--- config.mk ---
export PLATFORM = sky130hd
export DESIGN_NAME = instrumented_adder_wrapper
export DESIGN_NICKNAME = d
export VERILOG_FILES = /design/src/rtl/instrumented_adder_wrapper.sv
export SDC_FILE = /design/constraint.sdc
export NUM_CORES = 1
export LEC_CHECK = 0
export CAP_MARGIN = 25
export CORE_MARGIN = 1.5
export CORE_UTILIZATION = 39
export CTS_CLUSTER_DIAMETER = 30
export DETAILED_ROUTE_END_ITERATION = 12
export HOLD_SLACK_MARGIN = 0.12
export PLACE_DENSITY = 0.75
export SETUP_SLACK_MARGIN = 0.15
export SYNTH_ARGS = -nofsm -noshare
export SYNTH_HDL_FRONTEND = slang
export SYNTH_SLANG_ARGS = --single-unit
--- constraint.sdc ---
create_clock -name wb_clk_i -period 4.8 [get_ports wb_clk_i]
set_input_delay 1.44 -clock wb_clk_i [delete_from_list [all_inputs] [get_ports wb_clk_i]]
set_output_delay 1.44 -clock wb_clk_i [all_outputs]
set_load 0.02 [all_outputs]
--- src/rtl/instrumented_adder_wrapper.sv ---
`default_nettype none
// ============================================================================
//  Module      : instrumented_adder_wrapper
//  Description : Caravel user-project wrapper around a 32-bit instrumented
//                adder. Operands and configuration arrive over the logic
//                analyser buses; one selected sum bit is inverted and fed
//                back into chosen A bits so the carry chain forms a clocked
//                ring whose toggles can be counted.
//  Config      : INSTR_TOGGLE_COUNTER_EN -- when defined the toggle counter
//                is built and drives la1_data_out; otherwise la1_data_out
//                is 0 and ctrl[7] has no effect.
//  Revision    : 1.0 - initial release
// ============================================================================
module instrumented_adder_wrapper (
  input  logic        wb_clk_i,
  input  logic        rst_n,
  input  logic        active,
  input  logic [31:0] la1_data_in,
  input  logic [31:0] la2_data_in,
  input  logic [31:0] la3_data_in,
  input  logic [31:0] la1_oenb,
  input  logic [31:0] la2_oenb,
  input  logic [31:0] la3_oenb,
  input  logic [37:0] io_in,
  output logic [31:0] la1_data_out,
  output logic [31:0] la2_data_out,
  output logic [31:0] la3_data_out,
  output logic [37:0] io_out,
  output logic [37:0] io_oeb
);

  localparam logic [4:0]  c_SEL_RESET  = 5'd7;
  localparam logic [37:0] c_OEB_ACTIVE = 38'h3F_FFFF_FCFF;
  localparam logic [37:0] c_OEB_PARKED = {38{1'b1}};

  // Only enabled LA bits are honoured; disabled lanes read as zero.
  logic [31:0] w_d1;
  logic [31:0] w_d2;
  logic [31:0] w_ctrl;

  assign w_d1   = la1_data_in & ~la1_oenb;
  assign w_d2   = la2_data_in & ~la2_oenb;
  assign w_ctrl = la3_data_in & ~la3_oenb;

  logic [31:0] a_input_q, a_input_d;
  logic [31:0] b_input_q, b_input_d;
  logic [31:0] a_ext_q,   a_ext_d;
  logic [31:0] a_ring_q,  a_ring_d;
  logic [4:0]  s_sel_q,   s_sel_d;
  logic        chain_q,   chain_d;
  logic        run_q,     run_d;

  logic [31:0] w_a_eff;
  logic [31:0] w_sum;
  logic        w_carry;

  // Adder operates on the current register contents; ring bits take the
  // registered chain output instead of the static operand.
  always_comb begin
    w_a_eff            = (a_input_q & a_ext_q & ~a_ring_q) | (a_ring_q & {32{chain_q}});
    {w_carry, w_sum}   = {1'b0, w_a_eff} + {1'b0, b_input_q};
  end

  // Next-state for configuration, run flag and ring output; frozen when inactive.
  always_comb begin
    a_input_d = a_input_q;
    b_input_d = b_input_q;
    a_ext_d   = a_ext_q;
    a_ring_d  = a_ring_q;
    s_sel_d   = s_sel_q;
    chain_d   = chain_q;
    run_d     = run_q;
    if (active) begin
      if (w_ctrl[0]) a_input_d = w_d1;
      if (w_ctrl[1]) b_input_d = w_d2;
      if (w_ctrl[2]) a_ext_d   = w_d1;
      if (w_ctrl[3]) a_ring_d  = w_d2;
      if (w_ctrl[4]) s_sel_d   = w_d1[4:0];
      // Stop takes precedence over start when both are requested.
      if (w_ctrl[6])      run_d = 1'b0;
      else if (w_ctrl[5]) run_d = 1'b1;
      if (run_q) chain_d = ~w_sum[s_sel_q];
    end
  end

  // State registers with synchronous active-low reset.
  always_ff @(posedge wb_clk_i) begin
    if (!rst_n) begin
      a_input_q <= '0;
      b_input_q <= '0;
      a_ext_q   <= '0;
      a_ring_q  <= '0;
      s_sel_q   <= c_SEL_RESET;
      chain_q   <= 1'b0;
      run_q     <= 1'b0;
    end else begin
      a_input_q <= a_input_d;
      b_input_q <= b_input_d;
      a_ext_q   <= a_ext_d;
      a_ring_q  <= a_ring_d;
      s_sel_q   <= s_sel_d;
      chain_q   <= chain_d;
      run_q     <= run_d;
    end
  end

  logic [31:0] w_count;

`ifdef INSTR_TOGGLE_COUNTER_EN
  logic [31:0] counter_q, counter_d;

  // Count every edge where the ring output actually changes; clear wins.
  always_comb begin
    counter_d = counter_q;
    if (active) begin
      if (w_ctrl[7])               counter_d = '0;
      else if (chain_d != chain_q) counter_d = counter_q + 32'd1;
    end
  end

  // Toggle counter register.
  always_ff @(posedge wb_clk_i) begin
    if (!rst_n) counter_q <= '0;
    else        counter_q <= counter_d;
  end

  assign w_count = counter_q;

  logic w_unused;
  assign w_unused = ^{io_in, w_ctrl[31:8]};
`else
  assign w_count = '0;

  logic w_unused;
  assign w_unused = ^{io_in, w_ctrl[31:7]};
`endif

  // Outputs are parked (zero data, all pads tri-stated) when not selected.
  always_comb begin
    la1_data_out = '0;
    la2_data_out = '0;
    la3_data_out = '0;
    io_out       = '0;
    io_oeb       = c_OEB_PARKED;
    if (active) begin
      la1_data_out = w_count;
      la2_data_out = w_sum;
      la3_data_out = {29'b0, run_q, w_carry, chain_q};
      io_out[8]    = chain_q;
      io_out[9]    = w_carry;
      io_oeb       = c_OEB_ACTIVE;
    end
  end

endmodule
`default_nettype wire

==> key figures <==
Final layout
  • Final layout net count: 1793
  • Layout cells sized above 1: 17.9%
  • Seq. cell area: 0.00270 mm2
  • Area grow syn2layout: 38.4%
  • Final core occ: 54.8%
  • Multi-input logic area: 0.00624 mm2
  • N_diodes: 0
  • # fillers: between 2000 and 2500

Power
  • Pleak: 0.00533 uW
  • Net Sw Frac: 27.3%
  • Comb pwr share: 15.2%
  • NetSw: 795 uW
  • Cell internal pwr: 2120 uW
  • Power density over the cells: between 200 and 250 mW/mm2
  • Clock share of power: 44.9%
  • VDD IR max: 0.201 mV
  • Sequential share of power: between 30% and 40%

Clock network
  • CTS buffer count: 17
  • H-tree levels: 4
  • Clock Sinks: approximately 140
  • TritonCTS clock tree: yes
  • Clock root buffer master: clkbuf_16
  • Clock transition at the registers of the reported paths: 0.07 ns
  • Max Buffers Root-to-Sink: 2
  • Skew-Pair Late Insertion Delay: roughly 0.43 ns

Timing
  • TNS Setup: -1.72 ns
  • Worst Clk Skew: 0.0120 ns
  • Max Clock Freq: 198 MHz
  • Final min period: between 5 and 6 ns
  • Fin worst setup slack: -0.243 ns
  • Slew HR: 50.2%
  • Final Hold Vio Count: 0
  • Period utilization: 105%
  • RSZ-0062 raised after global routing: yes
  • Tightest Pin Transition: 0.747 ns
  • Final setup fails: 13
  • WHS: 0.463 ns
  • Final Max Slew Viols: 0

Detailed routing
  • # DRC: 0
  • DR iter-0 viols: 569
  • Detail Route Antenna Nets: 0
  • Routed WL per cell: around 15 um
  • Vias per cell: 4.81
  • Total iterations of the first detailed-routing run: 5
  • Final wirelength: 27000 um
  • Routed vias: 8907

Floorplanning
  • Core Area: about 0.023 mm2
  • Die W: about 160 um
  • Initial core utilization: 39.6%
  • Die height: 157 um
  • DIE AREA: 0.0247 mm2
  • # rows: between 50 and 60
  • I/O pins: 405

Yosys
  • Seq cells post-synth: 135
  • Synth Warn #: 0
  • Synth top area share: 29.2%
  • Mapped Cells: 1259
  • Post-synthesis async set-or-reset flop share: 0%
  • Predominant post-synthesis flop cell: dfxtp_1
  • Top post-synthesis cells by area: dfxtp_1, nand2_1, buf_4, a21boi_0, ha_1
  • Post-synth top cells: nand2_1, buf_4, dfxtp_1
  • Mapped Area: 0.00927 mm2
  • Seq/Total Area, Yosys: 29.2%
  • Post-synth EDFFs: 0
  • Count leader, synth: nand2_1
  • Yosys top cell by area: dfxtp_1
  • Syn avg cell area: roughly 7.4 um2
  • Yosys cell types: 63

Flow run
  • Max cap viols: 0

Placement
  • Dpl hpwl: 20500 um
  • Pre-CTS WS: -0.200 ns
  • IO buf count: approximately 180
  • Routability Congestion: between 0.8 and 0.9

Global routing
  • GRT Overall Usage: a little over a fifth
  • Largest net degree at the start of global routing: 97
  • First-pass GRT wire length: 41900 um
  • Vias in the first global route: ~8300
  • Initial antenna violation count: 0
  • GRT overflow: 0

Worst setup path
  • Arr. time, crit path: 3.60 ns
  • FF-to-FF End: chain_q
  • Worst reg2reg path startpoint: chain_q
  • Critical Path Sink: la2_data_out[30]
  • CP required: 3.36 ns
  • CP startpoint: chain_q
  • CP Max Fanout: 8
  • Critical path class: reg2out
  • CP Launch Type: register
  • Reg2reg path depth: 20
  • Critical Path Sink Type: primary output
  • Reg2reg setup slack: approximately 0.98 ns

Run status
  • Failing checks: setup timing
  • Status: complete, but fails checks

Hold path
  • Worst min-delay path class: reg2reg
[cell type report]
class	instances	area share, %
Clock buffer	18	3.35
Sequential cell	135	21.1
Tap cell	319	3.11
Inverter	13	0.410
Timing Repair Buffer	305	22.1
Multi-Input combinational cell	1048	48.6
Clock inverter	14	1.28
[cell usage in the layout, fill, tap and decap left out, drive strengths merged, types with 8 or more instances in the layout]
| cell type | n |
|---|---|
| a21boi | 130 |
| a21o | 15 |
| a21oi | 34 |
| and2 | 16 |
| buf | 149 |
| clkbuf | 18 |
| clkdlybuf4s50 | 150 |
| conb | 133 |
| dfxtp | 135 |
| ha | 39 |
| inv | 17 |
| nand2 | 362 |
| nand3 | 10 |
| nor2 | 34 |
| nor2b | 69 |
| nor3 | 15 |
| o21a | 8 |
| o21ai | 62 |
| xnor2 | 8 |
| xor2 | 14 |
[timing repair]
| item | in CTS | in global routing |
|---|---|---|
| cloned | 1 | 0 |
| endpoints found under the hold margin | 0 | 0 |
| setup buffers | 20 | 15 |
| endpoints found under the setup margin | 21 | 22 |
| gates resized for setup | 108 | 46 |
| hold buffers | 0 | 0 |
| pin swaps | 52 | 20 |
[per-stage QoR]
stage / instances / total power (uW) / cell area, um2
2_1_floorplan: 1390 / 1500 / 9770
3_3_place_gp: 1784 / 1610 / 11400
3_5_place_dp: 1784 / 1610 / 11400
4_1_cts: 1837 / 2910 / 12500
5_1_grt: 1852 / 3010 / 12800
6_report: 1852 / 2910 / 12800
[per-layer routing]
layer	vias to the layer above	track usage (%)	routed length, um
met2	352	34.9	12400
met1	4047	29.0	12300
li1	4461	-	-
met5	-	0	0
met3	47	3.17	1520
met4	0	8.18	757
[state kept, by name, indices dropped and copies added (netlist names)]
name and flops:
a_ring_q 32, s_sel_q 5, run_q 1, a_input_q 32
chain_q 1, a_ext_q 32, b_input_q 32
[worst max-delay path: stages, from the launching register on]
cell      delay [ns]
dfxtp_2         0.34
buf_12          0.14
nand2_4         0.05
o21ai_2         0.05
ha_2            0.20
fa_2            0.41
nand3_2         0.10
a211oi_2        0.10
o21bai_2        0.24
a21oi_2         0.10
o21ai_2         0.23
a21oi_2         0.09
o41a_1          0.33
a21o_2          0.23
buf_6           0.12
xor2_2          0.14
and2_4          0.15
buf_6           0.12
[power by group through the flow]
stage / Sequential, uW / Clock (uW) / Combinational (uW)
after floorplan: 1180 / 0 / 322
after global placement: 1190 / 0 / 421
after detailed placement: 1190 / 0 / 425
after CTS: 1160 / 1320 / 435
after global routing: 1170 / 1370 / 482
final: 1160 / 1310 / 442
[worst min path at each step]
stage | endpoint | startpoint | slack (ns) | cells past startpoint
after global placement | run_q | run_q | 0.45 | 2
final | a_ext_q[6] | a_ext_q[6] | 0.46 | 2
after floorplan | run_q | run_q | 0.44 | 2
after CTS | a_ext_q[6] | a_ext_q[6] | 0.46 | 2
after detailed placement | a_ext_q[6] | a_ext_q[6] | 0.46 | 2
after global routing | a_ext_q[13] | a_ext_q[13] | 0.49 | 2
[kinds of logic (layout without fill, tap and decap cells)]
logic type / count (synthesis) / in the layout / synth area share (%)
AO/OA/AOI/OAI: 293 / 293 / 21.8
XOR/XNOR: 22 / 22 / 2.08
adder cells (fa/ha/maj): 40 / 40 / 5.48
buffers and inverters: 207 / 350 / 13.9
flip-flops: 135 / 135 / 29.2
multiplexers: 8 / 8 / 0.878
other: 2 / 133 / 0.0810
AND/OR/NAND/NOR: 552 / 552 / 26.5
Power figures use the tool's default switching activity.
==> edit, RTL diff (same settings) <==
The option `INSTR_TOGGLE_COUNTER_EN` is turned on by a define.
--- a/src/rtl/instrumented_adder_wrapper.sv
+++ b/src/rtl/instrumented_adder_wrapper.sv
@@ -13,2 +13,4 @@
 // ============================================================================
+`define INSTR_TOGGLE_COUNTER_EN
+
 module instrumented_adder_wrapper (
Function: changed (a bounded check fails within 4 cycles, from zero or initial values and one cycle with rst_n low).
==> edit against the original RTL <==
  * Die area is 21% higher
  * Total power up 15%
  * Via count is 21% higher
  * Setup slack improved by 0.33 ns
  * Sequential cell count up 32
  * Clock skew rose by 0.0086 ns
  * Design area rose by 15%
  * Area after synthesis is 21% higher
  * Routed wire length is 18% higher
  * Sequential power is 23% higher
  * Critical endpoint is now la3_data_out[1]
==> edit: results (changes against the original RTL) <==
| Metric | Value |
|---|---|
| Run status | `complete, no violations` |
| 1st-iter DRT viols | `833 (+46%)` |
| Xor/xnor cell area share of the yosys netlist | `0.0203 (-0.000493)` |
| Delay contributed by the slowest stage of the critical path | `0.36 ns (-0.05 ns)` |
| Critical Path Source | `chain_q` |
| Largest net degree at the start of global routing | `137 (+41%)` |
| Placer's final routability congestion estimate | `0.861 (-1.4%)` |
| Vias in the first global route | `9967 (+20%)` |
| Gate count after technology mapping | `1515 (+20%)` |
| Post-route worst hold slack | `0.466 ns (+0.00273 ns)` |
| Setup WS post-layout | `0.0858 ns (+0.329 ns)` |
| Number of standard cells in the final layout excluding fillers | `2145 (+16%)` |
| Cell area after placement | `0.0136 sq mm (+19%)` |
| Global-route usage over all layers | `0.206 (-0.00981)` |
| Via density | `5.04 (+4.8%)` |
| Fillers | `2610 (+23%)` |
| Worst Hold Path EP | `a_input_q[29]` |
| Reg2reg setup slack | `0.43 ns (-0.55 ns)` |
| Pin slew with the least headroom to its limit | `0.751 ns (+0.00384 ns)` |
| Routed length per instance | `14.8 um (+1.5%)` |
| Slowest stage cell, crit path | `sky130_fd_sc_hd__ha_1` |
| Gates resized, CTS repair | `112 (+3.7%)` |
| Ratio of cells with drive above 1 in the final layout | `0.127 (-0.0513)` |
| Global-route wire length before repair | `50100 um (+19%)` |
| Multiplexer area fraction after synthesis | `0.0387 (+0.0299)` |
| Setup repair bufs after CTS | `10 (-50%)` |
| Worst path arrival time | `3.27 ns (-0.33 ns)` |
| M3 GR Usage | `0.0365 (+0.00484)` |
| Post-placement setup slack | `-0.0425 ns (+0.158 ns)` |
| Last element of the critical path | `la3_data_out[1]` |
| Adder-cell area share of the yosys netlist | `0.0397 (-0.0151)` |
| Met2 usage | `0.336 (-0.0123)` |
| Routed length on met2 | `14600 um (+18%)` |
| Hold wc startpoint | `a_input_q[29]` |
| Metal3 WL | `1990 um (+31%)` |
| Dpl hpwl | `23600 um (+15%)` |
| Cell variety after synth | `75 (+19%)` |
| Ranking of synthesized cells by area | `sky130_fd_sc_hd__dfxtp_1, sky130_fd_sc_hd__nand2_1, sky130_fd_sc_hd__a21boi_0` |
| Routing usage on met1 | `0.271 (-0.0184)` |
==> edit: changes by cell type after synthesis, sizes merged, moves of 6 or more <==
cell | unedited run | this run
buf | 139 | 120
and2 | 16 | 60
a21o | 15 | 9
dfxtp | 135 | 167
a21oi | 34 | 68
nand3 | 10 | 33
nor2 | 34 | 48
and3 | 5 | 16
nand2b | 6 | 37
nand2 | 362 | 398
o211ai | 1 | 7
clkbuf | 55 | 65
xnor2 | 8 | 17
mux2i | 7 | 40
==> edit: layout make-up <==
cell class | count | area (sq um) | area share
Clock inverter | 15 | 223 | 0.0151
Multi-Input combinational cell | 1247 | 7390 | 0.501
Inverter | 15 | 56.3 | 0.00381
Tap cell | 378 | 473 | 0.0320
Sequential cell | 167 | 3340 | 0.227
Clock buffer | 17 | 425 | 0.0288
Timing Repair Buffer | 305 | 2840 | 0.193
Antenna cell | 1 | 2.50 | 0.000170
